===== src/rtl/decode_pkg.sv =====
// -----------------------------------------------------------------------------
// decode_pkg -- shared definitions for the decode stage.
//
// Contents:
//   word_t       64-bit signed machine word
//   reg_idx_t    4-bit register specifier (4'hF = no register)
//   I_*          instruction codes HALT (0) .. POPQ (B)
//   RSP, RNONE   stack-pointer index and the "no register" specifier
//   reset_value  per-register reset contents
//
// Configuration macro: DECODE_STACK_INIT_EN
//   defined   -> %rsp (register 4) resets to 64'h100
//   undefined -> every register resets to 0
// -----------------------------------------------------------------------------
package decode_pkg;

    typedef logic signed [63:0] word_t;
    typedef logic [3:0]         reg_idx_t;

    localparam int unsigned NUM_REGS = 15;

    localparam logic [3:0] I_HALT   = 4'h0;
    localparam logic [3:0] I_NOP    = 4'h1;
    localparam logic [3:0] I_RRMOVQ = 4'h2;
    localparam logic [3:0] I_IRMOVQ = 4'h3;
    localparam logic [3:0] I_RMMOVQ = 4'h4;
    localparam logic [3:0] I_MRMOVQ = 4'h5;
    localparam logic [3:0] I_OPQ    = 4'h6;
    localparam logic [3:0] I_JXX    = 4'h7;
    localparam logic [3:0] I_CALL   = 4'h8;
    localparam logic [3:0] I_RET    = 4'h9;
    localparam logic [3:0] I_PUSHQ  = 4'hA;
    localparam logic [3:0] I_POPQ   = 4'hB;

    localparam reg_idx_t RSP   = 4'h4;
    localparam reg_idx_t RNONE = 4'hF;

    localparam word_t STACK_INIT = 64'sh0000_0000_0000_0100;

    // Reset contents of register idx.
    function automatic word_t reset_value(input int unsigned idx);
`ifdef DECODE_STACK_INIT_EN
        return (idx == 32'(RSP)) ? STACK_INIT : 64'sh0;
`else
        return (idx == 32'(RSP)) ? 64'sh0 : 64'sh0;
`endif
    endfunction

endpackage


===== src/rtl/decode_regfile.sv =====
// -----------------------------------------------------------------------------
// decode_regfile -- 15 x 64-bit register file, 2 read / 2 write ports.
//
// Ports:
//   clk_i, reset_i        clock, asynchronous active-high reset
//   src_a_i, src_b_i      read specifiers (RNONE reads as 0)
//   rd_a_o, rd_b_o        combinational read data (pre-edge contents)
//   dst_e_i, val_e_i      write port E (RNONE writes nothing)
//   dst_m_i, val_m_i      write port M, wins over E on the same index
//   regs_o                all 15 registers, element N = register N
//
// Configuration macro: DECODE_STACK_INIT_EN (reset value of %rsp, see pkg).
// -----------------------------------------------------------------------------
module decode_regfile
    import decode_pkg::*;
(
    input  logic                         clk_i,
    input  logic                         reset_i,
    input  reg_idx_t                     src_a_i,
    input  reg_idx_t                     src_b_i,
    output word_t                        rd_a_o,
    output word_t                        rd_b_o,
    input  reg_idx_t                     dst_e_i,
    input  word_t                        val_e_i,
    input  reg_idx_t                     dst_m_i,
    input  word_t                        val_m_i,
    output logic [NUM_REGS-1:0][63:0]    regs_o
);

    logic [NUM_REGS-1:0][63:0] regs_q;
    logic [NUM_REGS-1:0][63:0] regs_d;

    // Next-state: M port checked first so it overrides E (popq %rsp).
    always_comb begin
        regs_d = regs_q;
        for (int i = 0; i < NUM_REGS; i++) begin
            regs_d[i] = (dst_m_i == 4'(i)) ? val_m_i :
                        (dst_e_i == 4'(i)) ? val_e_i : regs_q[i];
        end
    end

    // Register storage; reset clears immediately and blocks writes.
    always_ff @(posedge clk_i or posedge reset_i) begin
        if (reset_i) begin
            for (int i = 0; i < NUM_REGS; i++) begin
                regs_q[i] <= reset_value(i);
            end
        end else begin
            regs_q <= regs_d;
        end
    end

    // Read ports: no bypass, so same-cycle writes are not visible.
    always_comb begin
        rd_a_o = (src_a_i == RNONE) ? 64'sh0 : regs_q[src_a_i];
        rd_b_o = (src_b_i == RNONE) ? 64'sh0 : regs_q[src_b_i];
    end

    assign regs_o = regs_q;

endmodule


===== src/rtl/decode.sv =====
// -----------------------------------------------------------------------------
// decode -- decode stage: selects source/destination registers from icode
// and hosts the register file.
//
// Ports:
//   clk, reset          clock, asynchronous active-high reset
//   icode, rA, rB       instruction code and register specifiers (F = none)
//   cnd                 condition flag, gates the cmovXX (icode 2) write
//   valE, valM          execute / memory results written back on clk rise
//   valA, valB          combinational operand reads (0 when source is none)
//   reg_f0 .. reg_f14   live register contents (reg_f4 = %rsp)
//
// Configuration macro: DECODE_STACK_INIT_EN -- %rsp resets to 64'h100.
// -----------------------------------------------------------------------------
module decode
    import decode_pkg::*;
(
    input  logic               clk,
    input  logic               reset,
    input  logic [3:0]         icode,
    input  logic [3:0]         rA,
    input  logic [3:0]         rB,
    input  logic               cnd,
    input  logic signed [63:0] valM,
    input  logic signed [63:0] valE,
    output logic signed [63:0] valA,
    output logic signed [63:0] valB,
    output logic signed [63:0] reg_f0,
    output logic signed [63:0] reg_f1,
    output logic signed [63:0] reg_f2,
    output logic signed [63:0] reg_f3,
    output logic signed [63:0] reg_f4,
    output logic signed [63:0] reg_f5,
    output logic signed [63:0] reg_f6,
    output logic signed [63:0] reg_f7,
    output logic signed [63:0] reg_f8,
    output logic signed [63:0] reg_f9,
    output logic signed [63:0] reg_f10,
    output logic signed [63:0] reg_f11,
    output logic signed [63:0] reg_f12,
    output logic signed [63:0] reg_f13,
    output logic signed [63:0] reg_f14
);

    reg_idx_t                  src_a;
    reg_idx_t                  src_b;
    reg_idx_t                  dst_e;
    reg_idx_t                  dst_m;
    logic [NUM_REGS-1:0][63:0] regs;

    // Register selection from instruction code.
    always_comb begin
        src_a = RNONE;
        src_b = RNONE;
        dst_e = RNONE;
        dst_m = RNONE;
        case (icode)
            I_RRMOVQ: begin
                src_a = rA;
                dst_e = cnd ? rB : RNONE;
            end
            I_IRMOVQ: begin
                dst_e = rB;
            end
            I_RMMOVQ: begin
                src_a = rA;
                src_b = rB;
            end
            I_MRMOVQ: begin
                src_b = rB;
                dst_m = rA;
            end
            I_OPQ: begin
                src_a = rA;
                src_b = rB;
                dst_e = rB;
            end
            I_CALL: begin
                src_b = RSP;
                dst_e = RSP;
            end
            I_RET: begin
                src_a = RSP;
                src_b = RSP;
                dst_e = RSP;
            end
            I_PUSHQ: begin
                src_a = rA;
                src_b = RSP;
                dst_e = RSP;
            end
            I_POPQ: begin
                src_a = RSP;
                src_b = RSP;
                dst_e = RSP;
                dst_m = rA;
            end
            default: begin
                // HALT, NOP, JXX and undefined codes touch no register.
                src_a = RNONE;
                src_b = RNONE;
                dst_e = RNONE;
                dst_m = RNONE;
            end
        endcase
    end

    decode_regfile u_regfile (
        .clk_i   (clk),
        .reset_i (reset),
        .src_a_i (src_a),
        .src_b_i (src_b),
        .rd_a_o  (valA),
        .rd_b_o  (valB),
        .dst_e_i (dst_e),
        .val_e_i (valE),
        .dst_m_i (dst_m),
        .val_m_i (valM),
        .regs_o  (regs)
    );

    assign reg_f0  = regs[0];
    assign reg_f1  = regs[1];
    assign reg_f2  = regs[2];
    assign reg_f3  = regs[3];
    assign reg_f4  = regs[4];
    assign reg_f5  = regs[5];
    assign reg_f6  = regs[6];
    assign reg_f7  = regs[7];
    assign reg_f8  = regs[8];
    assign reg_f9  = regs[9];
    assign reg_f10 = regs[10];
    assign reg_f11 = regs[11];
    assign reg_f12 = regs[12];
    assign reg_f13 = regs[13];
    assign reg_f14 = regs[14];

endmodule


===== config.mk =====
export PLATFORM = sky130hd
export DESIGN_NAME = decode
export DESIGN_NICKNAME = d
export VERILOG_FILES = /design/src/rtl/decode_pkg.sv /design/src/rtl/decode_regfile.sv /design/src/rtl/decode.sv
export SDC_FILE = /design/constraint.sdc
export NUM_CORES = 2
export LEC_CHECK = 0
export ABC_CLOCK_PERIOD_IN_PS = 35700
export CAP_MARGIN = 20
export CORE_AREA = 2 2 486 488
export CTS_BUF_LIST = sky130_fd_sc_hd__clkbuf_8
export DETAILED_ROUTE_END_ITERATION = 8
export DIE_AREA = 0 0 488 490
export PLACE_DENSITY = 0.56
export SYNTH_ARGS = -nofsm -noshare
export SYNTH_HDL_FRONTEND = slang
export SYNTH_SLANG_ARGS = --single-unit

===== constraint.sdc =====
create_clock -name clk -period 35.7 [get_ports clk]
set_clock_uncertainty 0.1 [all_clocks]
set_input_delay 7.14 -clock clk [delete_from_list [all_inputs] [get_ports clk]]
set_output_delay 7.14 -clock clk [all_outputs]
set_load 0.02 [all_outputs]

### Yosys cells after proc, flatten, opt, wreduce, memory -nomap -nowiden

Index checks and enable logic that the tools add are counted.

* $add $sub $neg: 0
* multipliers: 0
* div/mod/pow operators: 0
* magnitude comparators: 2
* equal/unequal tests: 39
* shift-type cells: 0
* muxes and demuxes: 41
* bitwise logic cells: 0
* reductions and logical operators: 23

Operators by type and width (number)
* $mux W64: 34
* $bmux W64 S4: 2
* $eq A4 B4 Y1 const B: 20
* $eq A4 B3 Y1 const B: 11
* $reduce_bool A2 Y1: 15
* $eq A4 B2 Y1 const B: 6
* $pmux W4 S2: 2
* $pmux W4 S3: 1
* $lt A4 B5 Y1 const B: 2
* $eq A4 B1 Y1 const B: 2
* $logic_not A4 Y1: 2
* $mux W4: 2
* $reduce_or A4 Y1: 2
* $reduce_or A2 Y1: 3
* $reduce_or A3 Y1: 1

* register bits after elaboration: 960
* bits in latches: 0
* bits in writable memories: 0
* ROM bits: 0
* bits of input ports: 143
* output and inout port bits: 1088
* logic and storage cells: 120
* memories kept: 0

### Logic depth before layout (Yosys ltp)

* word-level depth: 6
* depth in mapped cells: 11
* gate-level depth less buffers: 6

### Hierarchy

From an unflattened synthesis, not the netlist that was laid out.

* cells, all modules: 5945
* area total of the unflattened synthesis: 60381.7 µm²

Modules (own cells, without submodules)
* decode_regfile: times used 1, cells each 5900, area each 60117.7 µm², sequential area each 24023.0 µm²
* decode: times used 1, cells each 45, area each 264.0 µm², sequential area each 0.0 µm²

### Worst setup path after synthesis

No wires, ideal clock.

* kind: input to output
* from: input port icode[3]
* to: output port valA[45]
* data arrival time: 9.258 ns
* required time: 28.460 ns
* setup slack: 19.202 ns
* cell stages on the path: 9
* buffers on the path: 4
* cell sequence: buf_2 buf_2 or3_4 nand2_2 buf_4 buf_2 a221oi_1 a211o_1 a311oi_1

* word-level cells in the longest chain between the ends: 6
* elaborated cells on any way between the ends: 13
* those cells by class: eq/ne: 7; mux: 4; reduce/logical: 2

Ends and longest elaborated chain
* start, declared: RTL line decode.sv:20 `input logic [3:0] icode,`
* $eq A4 B4 Y1, or another cell as far along: RTL line decode.sv:57 `case (icode)`
* $reduce_or A4 Y1 (no line) or $reduce_or A2 Y1 (tied branches)
* $pmux W4 S2 *: RTL line decode.sv:57
* $bmux W64 S4: RTL line decode_regfile.sv:55 `rd_a_o = (src_a_i == RNONE) ? 64'sh0 : regs_q[src_a_i];`
* $mux W64 (implied by the code): RTL line decode_regfile.sv:55
* $mux W64 *: RTL line decode_regfile.sv:55
* end, declared: RTL line decode.sv:26 `output logic signed [63:0] valA,`

Every way passes the cells marked *; elsewhere a longest branch is shown, timed or not. The select of a mux whose other input is x is not followed.

### Worst setup path after layout

* from: input port icode[3]
* to: output port valA[21]

Same word-level chain as after synthesis.

==> impl_metrics.py <==
metrics = {
    "sta": {
        "final.period_utilization_pct": 59.2,
        "fin_ws_ns": 14.55,
        "slew_violations": 0,
        "period_needed_ns": 21.15,
        "setup_viol": 0,
        "fmax_mhz": 47.3,
        "setup_tns_ns": 0,
        "hold_viol": 0,
        "tightest_slew_ns": 1.20,
        "slew_headroom_pct": 20.2,
        "grt_setup_unrepaired": "no",
    },
    "min_path": {
        "min-delay-start": "u_regfile.regs_o[840]$_DFFE_PP0P_",
        "hp-class": "reg -> reg",
        "hold_depth": 2,
        "hold_end": "u_regfile.regs_o[840]$_DFFE_PP0P_",
    },
    "layout": {
        "nets": 7690,
        "post_route_cells_drive_above_1_share_pct": 7.15,
        "area_growth_pct": 30.6,
        "fillCellCount": 24100,
        "largest_register_ffs": 960,
        "design_area_um2": 79100,
    },
    "logic_synthesis": {
        "yosys-top-cells-area": "dfrtp_1, mux2i_1, o21ai_0",
        "synth_cells": 6769,
        "ys_types": 69,
        "synth_seq_cells": 960,
        "ys_dominant_reg_cell": "dfrtp_1",
        "synth_common_cells": "mux2i_1, dfrtp_1, nand2_1, o21ai_0, nor2_1",
        "synth_top_cell_area_share_pct": 39.7,
        "syn-num-nets": 6912,
        "yosys_warnings": 0,
        "synth.most_common_cell": "mux2i_1",
        "yosysSeqAreaShare_pct": 39.7,
        "synth_area_leader_cell": "dfrtp_1",
        "netlist_area_um2": 60600,
        "synth_edf_count": 0,
        "avgSynthCellArea_um2": 8.95,
        "ys_async_sr_fraction_pct": 100,
    },
    "clock_network": {
        "cts_tree": "built",
        "root_buffer": "clkbuf_8",
        "clk_latency_ns": 0.97,
        "cts-buffers-inserted": 185,
        "cts_setup_buffers": 0,
        "cts_hold_buf": 0,
        "path_clk_slew_ns": 0.06,
        "cts_max_level": 4,
        "cts.sinks": 960,
        "cts_resized": 0,
        "cts_buffer_depth": 3,
    },
    "worst_setup_path": {
        "worstPathMaxFanout": 102,
        "cp-start-kind": "primary input",
        "rrSetupSlack_ns": 34.63,
        "rr_startpoint": "u_regfile.regs_o[879]$_DFFE_PP0P_",
        "startpoint": "icode[3]",
        "crit_arrival_ns": 13.91,
        "crit_path_end_kind": "output port",
        "critPathKind": "in -> out",
        "r2r_cells": 2,
        "required_ns": 28.46,
        "timing.rr.end": "u_regfile.regs_o[879]$_DFFE_PP0P_",
    },
    "route": {
        "routed_wl_mm": 411,
        "vias_per_cell": 6.07,
        "dr.first_iter.drc_count": 9742,
        "wl_per_cell_um": 37.8,
        "postRouteAntennaNets": 0,
        "dr.pass1.iters": 9,
        "dr_total_vias": 66100,
        "drc_errors": 2,
    },
    "global_route": {
        "grt_pass1_vias": 62800,
        "grt.overflow.total": 0,
        "grt_pass1_wl_mm": 552,
        "grt_max_degree": 139,
        "gr-usage-all-layers_pct": 32.9,
        "antenna_found_initial": 60,
    },
    "placed_design": {
        "place_ws_ns": 14.77,
        "hpwl_mm": 267,
        "place_area_um2": 75200,
        "gp_congestion": 0.936,
        "port_buffers": 1230,
    },
    "run_status": {
        "outcome": "finished with violations",
        "violations": "design-rule violations",
    },
    "floorplan": {
        "die_y_um": 490,
        "core_region_area_um2": 234000,
        "dieWidth_um": 488,
        "io_pins": 1231,
        "start_util_pct": 25.9,
        "num_rows": 178,
        "die_area_um2": 239000,
    },
    "power": {
        "p_leak_uw": 0.0327,
        "powerDensity_nw_per_um2": 66.4,
        "ir_worst_vdd_v": 0.0000333,
    },
    "job": {
        "maxCapViolCount": 0,
    },
}
-- cells in the final DEF, fill, tap and decap left out, types with 6 or more instances in the layout --
| master | instances |
|---|---|
| mux2i_1 | 1115 |
| a22o_1 | 51 |
| o221ai_1 | 100 |
| a211oi_1 | 112 |
| nor2_4 | 7 |
| a211o_1 | 128 |
| and2_1 | 101 |
| a222oi_1 | 12 |
| a21oi_1 | 458 |
| buf_12 | 16 |
| clkbuf_8 | 237 |
| nor2_1 | 544 |
| nand2b_1 | 6 |
| nand2_1 | 824 |
| clkinvlp_4 | 7 |
| diode_2 | 44 |
| nor4_2 | 9 |
| a31oi_1 | 25 |
| o31ai_1 | 51 |
| a311oi_1 | 64 |
| a221oi_1 | 200 |
| inv_1 | 70 |
| a221o_1 | 66 |
| nand3_1 | 150 |
| mux2_2 | 51 |
| buf_4 | 139 |
| clkinv_2 | 12 |
| o21ai_1 | 41 |
| clkdlybuf4s50_1 | 1230 |
| o22ai_1 | 100 |
| dfrtp_1 | 960 |
| nor3_1 | 9 |
| o21ai_0 | 633 |
| a32o_1 | 63 |
-- kinds of logic (layout without fill, tap and decap cells) --
group	count (synthesis)	after routing	share of synthesized area (%)
AOI/OAI and AO/OA	2149	2149	23.5
buffers and inverters	804	1726	5.93
DFF	960	960	39.7
and+or+nand+nor	1689	1689	11.5
muxes	1167	1167	19.4
other	0	44	0
-- metrics by stage --
step                hold slack [ns]  std cells  utilization, %  total power (uW)
floorplan                     0.509       6769               -              2710
CTS                           0.435      10800            33.7              5210
global placement              0.413      10500            32.1              4010
detailed placement            0.421      10500            32.1              4030
finish                        0.440      10900            33.8              5250
global route                  0.464      10900            33.8              5420
-- report_power, final --
part,internal (uW),switching [uW],total [uW]
sequential,1390,588,1980
clock,622,550,1170
combinational,892,1210,2100
total,2900,2350,5250
-- final cells by class --
class | count | area [um2] | area share [%]
Timing Repair Buffer | 1387 | 13700 | 17.3
Clock buffer | 237 | 3260 | 4.12
Sequential cell | 960 | 24000 | 30.4
Inverter | 8 | 37.5 | 0.0474
Clock inverter | 94 | 567 | 0.716
Antenna cell | 44 | 110 | 0.139
Multi-Input combinational cell | 5005 | 33500 | 42.3
Tap cell | 3150 | 3940 | 4.98
-- routing by layer --
layer,up-vias,wire length [um],GRT usage [%]
met5,-,173,0
met4,26,32000,22.2
met3,1360,50100,10.8
met2,5429,177000,49.3
met1,32700,152000,40.0
li1,26500,-,-
-- critical path, cell delays in order --
cell and delay (ns):
clkdlybuf4s50_1 0.96, nor2b_2 1.00, o21ai_4 0.12, buf_12 0.27, nand2_8 0.65, buf_4 0.66, buf_4 0.61, a221oi_1 0.19
a211o_1 0.33, a311oi_1 0.90, clkdlybuf4s50_1 0.78
-- worst max-delay path by stage --
stage,to,slack [ns],depth (start not counted)
2_1_floorplan,u_regfile.regs_o[0]$_DFFE_PP0P_,1.46,1
3_3_place_gp,valA[23],14.85,11
3_5_place_dp,valA[23],14.77,11
4_1_cts,valA[23],14.78,11
5_1_grt,valA[23],14.45,11
6_report,valA[21],14.55,11
No activity file was read; power rests on OpenSTA's default activity.
